==> src/rtl/mem_responder.sv <==
// Memory-side responder: one req/ack (4-phase) transaction at a time, fixed wait states, then array access.
// Optional MEM_RESP_ERR_EN adds out-of-range detection and the err output.
module mem_responder #(
    parameter int DATA_W      = 8,
    parameter int ADDR_W      = 4,
    parameter int DEPTH       = 16,
    parameter int WAIT_STATES = 1
) (
    input  logic              clk,
    input  logic              rst_n,
    input  logic              req,
    input  logic              we,
    input  logic [ADDR_W-1:0] addr,
    input  logic [DATA_W-1:0] wdata,
    output logic [DATA_W-1:0] rdata,
    output logic              ack,
    output logic              busy
`ifdef MEM_RESP_ERR_EN
    ,
    output logic              err
`endif
);

    // state    | meaning
    // ST_IDLE  | waiting for req; latches we/addr/wdata and loads the wait counter
    // ST_WAIT  | counting down wait states
    // ST_ACCESS| single-cycle array write or read
    // ST_ACK   | transaction done; held until req falls
    typedef enum logic [1:0] {
        ST_IDLE   = 2'd0,
        ST_WAIT   = 2'd1,
        ST_ACCESS = 2'd2,
        ST_ACK    = 2'd3
    } state_t;

    localparam int         IDX_W   = (DEPTH > 1) ? $clog2(DEPTH) : 1;
    localparam logic [3:0] WAIT_LD = 4'(WAIT_STATES);

    state_t              state_q, state_d;
    logic                we_q, we_d;
    logic [ADDR_W-1:0]   addr_q, addr_d;
    logic [DATA_W-1:0]   wdata_q, wdata_d;
    logic [3:0]          cnt_q, cnt_d;
    logic [DATA_W-1:0]   rdata_q, rdata_d;
    logic                ack_q, ack_d;
    logic                busy_q, busy_d;
    logic                err_q, err_d;

    logic [DATA_W-1:0]   mem_q [DEPTH];
    logic [IDX_W-1:0]    mem_idx;
    logic [DATA_W-1:0]   mem_rd;
    logic                in_range;
    logic                mem_we;

    // Without error checking the address wraps modulo DEPTH.
    generate
        if (DEPTH == (1 << ADDR_W)) begin : g_idx_full
            assign mem_idx = IDX_W'(addr_q);
        end else begin : g_idx_mod
            assign mem_idx = IDX_W'(addr_q % ADDR_W'(DEPTH));
        end
    endgenerate

`ifdef MEM_RESP_ERR_EN
    assign in_range = (32'(addr_q) < DEPTH);
    assign err      = err_q;
`else
    assign in_range = 1'b1;
`endif

    assign mem_rd = mem_q[mem_idx];
    assign mem_we = (state_q == ST_ACCESS) && we_q && in_range;

    always_comb begin
        state_d = state_q;
        we_d    = we_q;
        addr_d  = addr_q;
        wdata_d = wdata_q;
        cnt_d   = cnt_q;
        rdata_d = rdata_q;
        // Outputs are registered from the current state, so they trail it by one cycle.
        ack_d   = (state_q == ST_ACK);
        busy_d  = (state_q == ST_WAIT) || (state_q == ST_ACCESS);
        err_d   = (state_q == ST_ACK) && !in_range;

        case (state_q)
            ST_IDLE: begin
                if (req) begin
                    we_d    = we;
                    addr_d  = addr;
                    wdata_d = wdata;
                    cnt_d   = WAIT_LD;
                    state_d = (WAIT_STATES > 0) ? ST_WAIT : ST_ACCESS;
                end
            end
            ST_WAIT: begin
                cnt_d = cnt_q - 4'd1;
                if (cnt_q == 4'd1) begin
                    state_d = ST_ACCESS;
                end
            end
            ST_ACCESS: begin
                if (!we_q) begin
                    rdata_d = in_range ? mem_rd : '0;
                end
                state_d = ST_ACK;
            end
            ST_ACK: begin
                if (!req) begin
                    state_d = ST_IDLE;
                end
            end
            default: state_d = ST_IDLE;
        endcase
    end

    always_ff @(posedge clk or negedge rst_n) begin
        if (!rst_n) begin
            state_q <= ST_IDLE;
            we_q    <= 1'b0;
            addr_q  <= '0;
            wdata_q <= '0;
            cnt_q   <= '0;
            rdata_q <= '0;
            ack_q   <= 1'b0;
            busy_q  <= 1'b0;
            err_q   <= 1'b0;
        end else begin
            state_q <= state_d;
            we_q    <= we_d;
            addr_q  <= addr_d;
            wdata_q <= wdata_d;
            cnt_q   <= cnt_d;
            rdata_q <= rdata_d;
            ack_q   <= ack_d;
            busy_q  <= busy_d;
            err_q   <= err_d;
        end
    end

    // Storage is deliberately not reset.
    always_ff @(posedge clk) begin
        if (mem_we) begin
            mem_q[mem_idx] <= wdata_q;
        end
    end

    assign rdata = rdata_q;
    assign ack   = ack_q;
    assign busy  = busy_q;

endmodule

==> config.mk <==
export PLATFORM = sky130hd
export DESIGN_NAME = mem_responder
export DESIGN_NICKNAME = d
export VERILOG_FILES = /design/src/rtl/mem_responder.sv
export SDC_FILE = /design/constraint.sdc
export NUM_CORES = 1
export LEC_CHECK = 0
export ABC_AREA = 1
export CORE_ASPECT_RATIO = 1.5
export CORE_MARGIN = 1.5
export CORE_UTILIZATION = 35
export DETAILED_ROUTE_END_ITERATION = 12
export GPL_ROUTABILITY_DRIVEN = 0
export SLEW_MARGIN = 30
export SYNTH_ARGS = -nofsm -noshare
export SYNTH_HDL_FRONTEND = slang
export SYNTH_SLANG_ARGS = --single-unit
==> constraint.sdc <==
create_clock -name clk -period 4.4 [get_ports clk]
set_input_delay 0.88 -clock clk [delete_from_list [all_inputs] [get_ports clk]]
set_output_delay 0.88 -clock clk [all_outputs]
set_load 0.02 [all_outputs]
; ---- Yosys cells after proc, flatten, opt, wreduce, memory -nomap -nowiden
; Memory sizes are Yosys's and may differ from the RTL's. A register that Yosys moved wholly into a read port is not among the register bits.
; Index checks and enable logic that the tools add are counted.
[classes]
n_addsub = 1
eq_ne = 7
n_mux = 8
bitwise = 1
reduce_logical = 9
[op_table]
columns = op, n
row1 = 2-bit case mux with 4 select lines, 1
row2 = 4-bit case mux with 2 select lines, 1
row3 = 2-bit two-way mux, 3
row4 = 2-bit AND reduction, 3
row5 = "2-bit == test, second input constant", 2
row6 = "4-bit by 1-bit == test with 1-bit output, second input constant", 1
row7 = 4-bit two-way mux, 1
row8 = "2-bit inequality test, second input constant", 2
row9 = "4-bit by 1-bit subtractor with 4-bit output, second input constant", 1
row10 = 3-bit AND reduction, 1
row11 = "2-bit by 1-bit == test with 1-bit output, second input constant", 1
row12 = 2-bit logical NOT, 1
row13 = 1-bit two-way mux, 2
row14 = "2-bit by 1-bit inequality test with 1-bit output, second input constant", 1
row15 = 2-bit nonzero test, 1
row16 = 1-bit logical AND, 1
row17 = 1-bit logical NOT, 1
row18 = 1-bit logical OR, 1
row19 = 1-bit inverter, 1
[word_totals]
reg_bits = 21
ramBits = 128
out_inout_bits = 10
word_cells = 34
memories = 1
[memory_table]
columns = name, words, width, rd, rd_clocked_by_memory_dff, wr, line
row1 = mem_q, 16, 8, 1, 1, 1, 49  ; logic [DATA_W-1:0] mem_q [DEPTH];

; ---- Logic depth before layout (Yosys ltp)
[logic_depth]
word_depth = 4
ltp_mapped = 11
depth_no_buf = 9

; ---- Worst setup path before layout
; Ideal clock, no wire load.
[synth_path]
kind = flip-flop to flip-flop
startpoint = register addr_q[1]
endpoint = memory mem_q[12][0] (enable)
t_arrival_ns = 1.386
required_ns = 4.030
slack_ns = 2.644
stages_incl_launch_ff = 6
n_path_buf = 2
path_cell_list = dfrtp_1 > buf_2 > inv_2 > clkbuf_1 > nand3_1 > nor2_1
[synth_lines]
columns = element, line
row1 = "start, declared", 41  ; logic [ADDR_W-1:0] addr_q, addr_d;
row2 = "start signal, assigned", 131  ; addr_q <= addr_d;
row3 = "end, declared", 49
; No word-level cell before the write port.

; ---- Final worst setup path
[layout_path]
startpoint = register addr_q[1]
endpoint = memory mem_q[12][3] (enable)
; No word-level cell before the write port.

==> impl_metrics.yaml <==
timing:
  finClkSkew_ps: 7.735
  layout_min_cycle_time_ps: 2502
  grt_setup_unrepaired: "false"
  finalWorstSetupSlack_ps: 1898
  tightest_slew_ps: 883.7
  fmax_ghz: 0.3997
  finalHoldWorstSlack_ps: 508.9
  hold_viol: 0
  worst_slew_margin_rel_pct: 40.87
  setup_tns_ps: 0
  drv_slew: 0
  setup_violations: 0
  finalCritPeriodShare_pct: 56.86
drt:
  routed_via_density: 4.831
  drc: 0
  wl_um: 14900
  num_vias: 4372
  wire_per_inst_um: 16.46
  drtIter0Drc: 380
  drtPass1Iterations: 5
  drtAntennaViolNets: 0
worst_setup_path:
  timing.reg2reg.setup_slack_ps: 1900
  path_max_fanout: 43
  path_class: "reg -> reg"
  crit_path_end_kind: "register"
  crit_chain: "buf_4 > inv_2 > nand3_1 > nor2_1"
  r2r.worst_path.cells: 4
  worstReg2RegEnd: "mem_q[12][3]"
  arrival_ps: 2560
  required_ps: 4450
  r2r_start: "addr_q[1]"
  crit_path_max_incr_delay_ps: 600
  critPathLaunchType: "register"
  cpMaxStageDelayCell: "nor2_1"
synthesis:
  netlist.area_leader.share_pct: 58.97
  synth_largest_area_cell: "edfxtp_1"
  ys_seq_area_share_pct: 70.11
  synth_top_cells_by_area: "edfxtp_1 (59%), nand2_1 (17%), dfrtp_1 (11%)"
  synthArstFlopShare_pct: 18.47
  ys_ff_latch: 157
  avgSynthCellArea_um2: 10.50
  ys_warn_count: 0
  syn_inst: 621
  netlist_area_mm2: 0.006518
  synth_edf_count: 128
  netlist-cell-type-count: 18
  synth_nets: 644
  synthFlopType: "edfxtp_1"
clock_network:
  cts_setup_buffers: 0
  cts-root-buf: "clkbuf_16"
  cts_resized: 0
  clockBufferDepth: 2
  clock_latency_ps: 420
  cts_tree: "done"
  numCtsBuffers: 17
  ctsHtreeMaxLevel: 4
  clkSlewWorstSetupHoldPaths_ps: 60
  cts_hold_buf: 0
  cts_num_sinks: 157
grt:
  grt-ovfl-total: 0
  grt_max_degree: 57
  grt_pass1_wl_um: 23690
  grt.total_usage_pct: 16.40
  grt_pass1_vias: 4534
  antenna_found_initial: 0
floorplan:
  start_util_pct: 36.02
  die_h_um: 170.1
  die_area_mm2: 0.01947
  dieWidth_um: 114.4
  rows: 60
  ios: 26
  core_mm2: 0.01809
worst_hold_path:
  holdPathStages: 2
  min_from: "rdata[6]"
  whs_endpoint: "rdata[6]"
  min_path_type: "reg -> reg"
layout:
  fin_util_pct: 41.93
  syn_to_final_growth_pct: 16.39
  final_cell_mix: "nand2_1 (294), edfxtp_1 (128), nor2_1 (49), nand3_1 (45), dfrtp_1 (28)"
  final_common_cell: "nand2_1"
  antenna_cells: 0
  fin_nets: 667
  final_area_mm2: 0.007586
  drive_gt1_share_pct: 5.784
pwr:
  peakVddDrop_mv: 0.3263
  p_leak_uw: 0.003052
  power.density_mw_per_mm2: 690.7
placement:
  dp_hpwl_um: 9745
  pre_cts_ws_ps: 1896
  port_buffers: 25
  dpl_cell_area_mm2: 0.006977
job:
  cap_violations: 0
outcome:
  status: "completed"
-- cells in the mapped netlist, drive strengths merged, types with 2 or more instances --
cell type	instances
nand4	9
dfrtp	29
nand3	45
o22ai	2
nand2	294
buf	20
a21oi	4
nor2	49
edfxtp	128
clkbuf	6
o21ai	6
ha	7
inv	20
-- cell families (layout without fill, tap and decap cells) --
group,Yosys count,in the layout,synth area share [%]
and+or+nand+nor,398,398,24.15
adders and majority gates,7,7,1.344
AOI/OAI and AO/OA,12,12,0.9597
buffers and inverters,46,82,3.302
xor gates and xnor gates,1,1,0.1344
DFF,157,157,70.11
-- worst max path at each step --
stage	startpoint	to	slack (ps)	cells past startpoint
2_1_floorplan	addr_q[1]	mem_q[12][0]	2640	5
3_3_place_gp	addr_q[1]	mem_q[12][5]	1990	4
3_5_place_dp	addr_q[1]	mem_q[8][1]	1900	4
4_1_cts	addr_q[1]	mem_q[12][3]	1910	4
5_1_grt	addr_q[1]	mem_q[4][5]	1760	4
6_report	addr_q[1]	mem_q[12][3]	1900	4
-- power breakdown --
| group | leakage, uW | switching, uW | internal (uW) |
|---|---|---|---|
| registers | 0.00151 | 310 | 1940 |
| logic | 0.00125 | 1030 | 468 |
| clock network | 0.000291 | 581 | 913 |
-- state kept, by name, summed over array words and instances (netlist names) --
name	flops
addr_q	4
wdata_q	8
busy	1
rdata	8
we_q	1
state_q	2
ack	1
mem_q	128
cnt_q	4
-- worst max-delay path: cells and delay by family (launching register included) --
| kind | cells | cell delay [ps] |
|---|---|---|
| simple gates | 2 | 930 |
| buf+inv | 2 | 840 |
| flops | 1 | 350 |
-- metal layers --
layer  up-vias  track usage [%]  wire length [um]
met2       139            28.98              7762
met4         0            8.207               488
met3        28            2.920               713
met5         -                0                 0
li1       2097                -                 -
met1      2108            18.93              5935
-- through the flow --
stage / total power, uW / instances
final: 5239 / 905
after global routing: 5544 / 905
after CTS: 5274 / 905
after detailed placement: 3781 / 873
after global placement: 3730 / 873
after floorplan: 3202 / 621
-- final cells by class --
| class | count | area [um2] |
|---|---|---|
| fillers | 1698 | 10510 |
| multi-input cells | 418 | 1733 |
| inverters | 20 | 75.07 |
| flip-flops and latches | 157 | 4571 |
| clock buffers | 20 | 446.7 |
| clock inverters | 12 | 162.7 |
| repair buffers | 30 | 287.8 |
| well taps | 248 | 310.3 |
(Power assumes the default switching activity.)
